$ cat config.mk
export PLATFORM = sky130hd
export DESIGN_NAME = aes_ctr_sched
export DESIGN_NICKNAME = d
export VERILOG_FILES = /design/src/rtl/aes_ctr_pkg.sv /design/src/rtl/aes_ctr_sched_credit_counter.sv /design/src/rtl/aes_ctr_sched.sv
export SDC_FILE = /design/constraint.sdc
export NUM_CORES = 1
export LEC_CHECK = 0
export ABC_CLOCK_PERIOD_IN_PS = 2300
export CORE_MARGIN = 5
export CORE_UTILIZATION = 39
export CTS_CLUSTER_DIAMETER = 50
export CTS_CLUSTER_SIZE = 20
export DETAILED_ROUTE_END_ITERATION = 8
export PLACE_DENSITY = 0.87
export SLEW_MARGIN = 20
export SYNTH_ARGS = -nofsm -noshare
export SYNTH_HDL_FRONTEND = slang
export SYNTH_SLANG_ARGS = --single-unit
$ cat constraint.sdc
create_clock -name clk -period 2.3 [get_ports clk]
set_input_delay 0.46 -clock clk [delete_from_list [all_inputs] [get_ports clk]]
set_output_delay 0.46 -clock clk [all_outputs]
set_load 0.02 [all_outputs]
$ cat src/rtl/aes_ctr_pkg.sv
// AES-256-CTR scheduler shared types.
// Block width, FSM encoding and counter-block increment helper.
package aes_ctr_pkg;

  localparam int BLOCK_W = 128;

  typedef enum logic [1:0] {
    IDLE   = 2'd0,
    KEYEXP = 2'd1,
    RUN    = 2'd2,
    DRAIN  = 2'd3
  } sched_state_t;

  // Only the low ctr_width bits count; the nonce part never carries.
  function automatic logic [BLOCK_W-1:0] ctr_inc(
    input logic [BLOCK_W-1:0] blk,
    input int                 ctr_width
  );
    logic [BLOCK_W-1:0] mask;
    mask = '0;
    for (int i = 0; i < BLOCK_W; i++)
      if (i < ctr_width) mask[i] = 1'b1;
    return (blk & ~mask) | ((blk + BLOCK_W'(1)) & mask);
  endfunction

endpackage

$ cat src/rtl/aes_ctr_sched_credit_counter.sv
// Outstanding-block credit counter for the CTR scheduler.
// Counts issued-but-unretired blocks; flags returns with nothing outstanding.
module credit_counter #(
  parameter int MAX = 16,
  parameter int W   = $clog2(MAX + 1)
) (
  input  logic         clk,
  input  logic         rst,
  input  logic         inc,
  input  logic         dec,
  output logic [W-1:0] count,
  output logic         avail,
  output logic         underflow_err
);

  assign avail = count < W'(MAX);

  always_ff @(posedge clk) begin
    if (rst) begin
      count         <= '0;
      underflow_err <= 1'b0;
    end else begin
      if (dec && count == '0)
        underflow_err <= 1'b1;
      unique case ({inc, dec})
        2'b10:   count <= count + W'(1);
        2'b01:   if (count != '0) count <= count - W'(1);
        default: count <= count;
      endcase
    end
  end

endmodule

$ cat src/rtl/aes_ctr_sched.sv
// AES-256-CTR message scheduler: optional rekey, then counter blocks
// streamed to the core under a bounded number of blocks in flight.
module aes_ctr_sched
  import aes_ctr_pkg::*;
#(
  parameter int MAX_OUTSTANDING = 16,
  parameter int CTR_WIDTH       = 32
) (
  input  logic               clk,
  input  logic               rst,
  input  logic               cfg_valid,
  output logic               cfg_ready,
  input  logic               cfg_rekey,
  input  logic [BLOCK_W-1:0] cfg_iv,
  input  logic [31:0]        cfg_nblocks,
  output logic               kexp_start,
  input  logic               kexp_done,
  output logic [BLOCK_W-1:0] m_ctr_tdata,
  output logic               m_ctr_tvalid,
  output logic               m_ctr_tlast,
  input  logic               m_ctr_tready,
  input  logic               blk_ret,
  output logic               busy,
  output logic               done,
  output logic               credit_err
);

  localparam int CW = $clog2(MAX_OUTSTANDING + 1);

  sched_state_t       state, state_n;
  logic [BLOCK_W-1:0] ctr;
  logic [31:0]        remaining;
  logic               done_q, done_n;
  logic               kstart_q, kstart_n;
  logic [CW-1:0]      outstanding;
  logic               avail;
  logic               accept;
  logic               hs;
  logic               drained;

  assign cfg_ready    = state == IDLE;
  assign busy         = state != IDLE;
  assign accept       = cfg_valid && cfg_ready;
  assign m_ctr_tvalid = (state == RUN) && avail;
  assign m_ctr_tlast  = (state == RUN) && (remaining == 32'd1);
  assign m_ctr_tdata  = ctr;
  assign hs           = m_ctr_tvalid && m_ctr_tready;
  assign done         = done_q;
  assign kexp_start   = kstart_q;

  // A return in this very cycle also empties the pipe.
  assign drained = (outstanding == '0) ||
                   (outstanding == CW'(1) && blk_ret);

  credit_counter #(
    .MAX (MAX_OUTSTANDING),
    .W   (CW)
  ) u_credit (
    .clk           (clk),
    .rst           (rst),
    .inc           (hs),
    .dec           (blk_ret),
    .count         (outstanding),
    .avail         (avail),
    .underflow_err (credit_err)
  );

  always_ff @(posedge clk) begin
    if (rst) begin
      state    <= IDLE;
      done_q   <= 1'b0;
      kstart_q <= 1'b0;
    end else begin
      state    <= state_n;
      done_q   <= done_n;
      kstart_q <= kstart_n;
    end
  end

  always_comb begin
    state_n  = state;
    done_n   = 1'b0;
    kstart_n = 1'b0;
    unique case (state)
      IDLE: begin
        if (accept) begin
          if (cfg_nblocks == 32'd0) begin
            done_n = 1'b1;
          end else if (cfg_rekey) begin
            state_n  = KEYEXP;
            kstart_n = 1'b1;
          end else begin
            state_n = RUN;
          end
        end
      end
      // kexp_done during the start pulse belongs to a stale expansion
      KEYEXP: if (kexp_done && !kstart_q) state_n = RUN;
      RUN:    if (hs && m_ctr_tlast) state_n = DRAIN;
      DRAIN: begin
        if (drained) begin
          state_n = IDLE;
          done_n  = 1'b1;
        end
      end
      default: state_n = IDLE;
    endcase
  end

  always_ff @(posedge clk) begin
    if (rst) begin
      ctr       <= '0;
      remaining <= '0;
    end else if (accept) begin
      ctr       <= cfg_iv;
      remaining <= cfg_nblocks;
    end else if (hs) begin
      ctr       <= ctr_inc(ctr, CTR_WIDTH);
      remaining <= remaining - 32'd1;
    end
  end

endmodule

==> impl_metrics.tcl <==
set metrics [dict create \
    ys.warnings.count 0 \
    crit_type "register to register" \
    finalHoldViolations 0 \
    startpoint_type "register" \
    tns_ns 0 \
    synth_mux_area_share_pct 0.4172 \
    clk_path_buf_depth 2 \
    synth.avg_cell_area_um2 8.018 \
    cts_buffers 17 \
    rsz0062_at_grt "true" \
    p_switching_w 0.004538 \
    port_buffers 301 \
    final_util_pct 63.31 \
    n_antenna_cell 0 \
    synth_edf_count 0 \
    power_frac_seq_pct 34.4 \
    drive_above_1_share_pct 10.73 \
    max_freq_mhz 435.5 \
    totalWireLength_um 24610 \
    crit_path_max_fanout 4 \
    gp_congestion 0.8186 \
    slew_viol_final 0 \
    syn_nets 1113 \
    firstDrtPassIters 5 \
    grt.total_usage_pct 21.20 \
    p_int_w 0.007628 \
    antenna_found_initial 2 \
    peakVddDrop_mv 0.6076 \
    synth-xor-area-share_pct 6.659 \
    layout_commonest_cell "clkdlybuf4s50_1" \
    dieHeight_um 148.7 \
    layout_common_cells "296 x clkdlybuf4s50_1, 218 x nand2_1, 167 x dfxtp_1, 106 x a21oi_1, 77 x nor2_1" \
    syn_inst 935 \
    stdcell_count 1528 \
    combPwrFrac_pct 40.8 \
    synth_flop_cell "dfxtp_1" \
    synth_fa_ha_area_share_pct 1.836 \
    yosysSeqAreaShare_pct 45.39 \
    grt_pass1_wl_um 38250 \
    slowest_stage "or4_4" \
    cp-end-kind "register" \
    ys_seq_elements 170 \
    dieArea_um2 22100 \
    skew_ns 0.01286 \
    coreArea_um2 18830 \
    nets 1433 \
    dr_total_vias 7785 \
    clk_pin_slew_ns 0.08 \
    dp_hpwl_um 17890 \
    pwr-share-clk_pct 24.8 \
    post-place-ws_ns -0.1505 \
    nFillCells 1515 \
    slew_headroom_pct 68.64 \
    cp_data_required_time_ns 2.61 \
    synth_area_um2 7497 \
    drv_cap 0 \
    synth_compound_area_share_pct 15.20 \
    worst_pin_slew_ns 0.4691 \
    grt_start_max_net_pins 88 \
    hp-class "register to register" \
    final_antenna_net_count 0 \
    die_x_um 148.7 \
    drt_iter0_drc 404 \
    power_w 0.01217 \
    yosys.area_share.simple_pct 26.29 \
    finalCritPeriodShare_pct 99.84 \
    ctsHoldBuffers 0 \
    layout_setup_ws_ns 0.003614 \
    critical_path.max_stage_delay_ns 0.54 \
    power.leakage_nw 4.253 \
    htreeDepth 4 \
    overflow 0 \
    multi_input_area_um2 3911 \
    sw_frac_of_total_pct 37.30 \
    start_util_pct 39.81 \
    route.detailed.drc 0 \
    cp.arrival_ns 2.61 \
    rows 50 \
    synthDistinctLibCells 48 \
    cts_root_buffer "clkbuf_16" \
    synth_top_family_by_area "simple AND/OR/NAND/NOR gates" \
    cp_cell_sequence "nor4_4 -> nand4_2 -> buf_6 -> or4_4 -> a221oi_4 -> mux2_1" \
    syn_to_final_growth_pct 59.01 \
    setup_viol 0 \
    cts_tree "done" \
    drt-wirelength-per-cell_um 16.11 \
    dp.cells 1494 \
    outcome "finished, final reports clean" \
    period_minus_slack_ns 2.296 \
    p_per_area_nw_per_um2 1021 \
    grt_pass1_vias 7657 \
    drt-vias-per-instance 5.095 \
    io_pins 302 \
    clock_latency_ns 0.43 \
    ff_latch_area_um2 3407 \
    async_flop_share_pct 0 \
    numClockSinks 170 \
]
-- area by class of cell --
cell class | instances | share of cell area, %
tap | 260 | 2.729
clock inverter | 14 | 1.469
clock buffer | 18 | 3.684
timing repair buffer | 368 | 30.23
sequential | 170 | 28.58
multi-input combinational | 682 | 32.81
inverter | 16 | 0.5038
-- power groups by stage --
stage | Combinational [W] | Clock, W | Sequential [W]
2_1_floorplan | 0.00209 | 0 | 0.00472
3_3_place_gp | 0.00482 | 0 | 0.00418
3_5_place_dp | 0.00491 | 0 | 0.00421
4_1_cts | 0.00494 | 0.00308 | 0.00416
5_1_grt | 0.00536 | 0.00322 | 0.00428
6_report | 0.00496 | 0.00302 | 0.00419
-- worst paths after layout --
| path | startpoint | to | slack, ns | cells past startpoint |
|---|---|---|---|---|
| max | remaining[15]$_SDFFE_PP0P_ | state[0]$_SDFFE_PP0P_ | 0.004 | 6 |
| min | m_ctr_tdata[60]$_SDFFE_PP0P_ | m_ctr_tdata[60]$_SDFFE_PP0P_ | 0.45 | 2 |
| max reg2reg | remaining[15]$_SDFFE_PP0P_ | state[0]$_SDFFE_PP0P_ | 0.004 | 6 |
| min reg2reg | m_ctr_tdata[60]$_SDFFE_PP0P_ | m_ctr_tdata[60]$_SDFFE_PP0P_ | 0.45 | 2 |
-- flip-flops by register name, summed over array words and instances, names as in the netlist --
signal                  flops
state                       2
m_ctr_tdata               128
remaining                  32
kexp_start                  1
u_credit.underflow_err      1
u_credit.count              5
done                        1
-- per-stage QoR --
stage / hold slack (ns) / cell area, um2
final: 0.4545 / 11920
after global placement: 0.4403 / 11160
after global routing: 0.4746 / 11920
after floorplan: 0.4819 / 7497
after CTS: 0.4467 / 11780
after detailed placement: 0.4457 / 11160
-- cells by family after synthesis --
| family | Yosys count |
|---|---|
| AOI/OAI and AO/OA | 187 |
| xor gates and xnor gates | 57 |
| adders and majority gates | 11 |
| buffers and inverters | 83 |
| DFF | 170 |
| muxes | 3 |
| and+or+nand+nor | 424 |
-- worst max-delay path, delay by kind of cell, from the launching register on --
family          cells  cell delay, ns
flops               1            0.36
mux                 1            0.34
simple gates        3            1.08
buf+inv             1            0.16
compound gates      1            0.25
-- routing by layer --
metal / part of all wire (%) / vias up / track usage [%]
li1: - / 3870 / -
met1: 40 / 3609 / 25.03
met2: 50 / 262 / 36.92
met3: 7.4 / 40 / 6.612
met4: 2.0 / 4 / 6.420
met5: 0.13 / - / 0
-- cell usage after synthesis (2+ instances only) --
cell type / count / area (um2)
a311oi_1: 9 / 78.83
nor4_2: 2 / 25.02
nor4_4: 2 / 42.54
clkbuf_1: 60 / 225.2
nor4b_1: 3 / 26.28
mux2i_1: 2 / 20.02
o21ai_0: 10 / 50.05
and4_1: 4 / 35.03
nand3_1: 17 / 85.08
nor4_1: 36 / 225.2
nand2_1: 219 / 822.0
buf_2: 3 / 15.01
inv_1: 16 / 60.06
buf_1: 4 / 15.01
nor3_1: 21 / 105.1
a211oi_1: 54 / 405.4
o21ai_1: 2 / 10.01
or3_1: 11 / 68.82
a21oi_1: 106 / 530.5
or2_1: 2 / 12.51
nor3_2: 2 / 20.02
nor2_1: 77 / 289.0
nand4_1: 6 / 37.54
nand4_2: 2 / 25.02
nand2b_1: 3 / 18.77
nand3b_1: 2 / 15.01
dfxtp_1: 170 / 3403
xnor2_1: 49 / 429.2
and3_1: 5 / 31.28
ha_1: 11 / 137.6
xor2_1: 8 / 70.07
-- repair_timing --
item | 4_1_cts | 5_1_grt
buffers inserted | 0 | 2
pin swaps | 0 | 4
endpoints found under the setup margin | 4 | 20
resized for setup | 7 | 27
(Power assumes the default switching activity.)
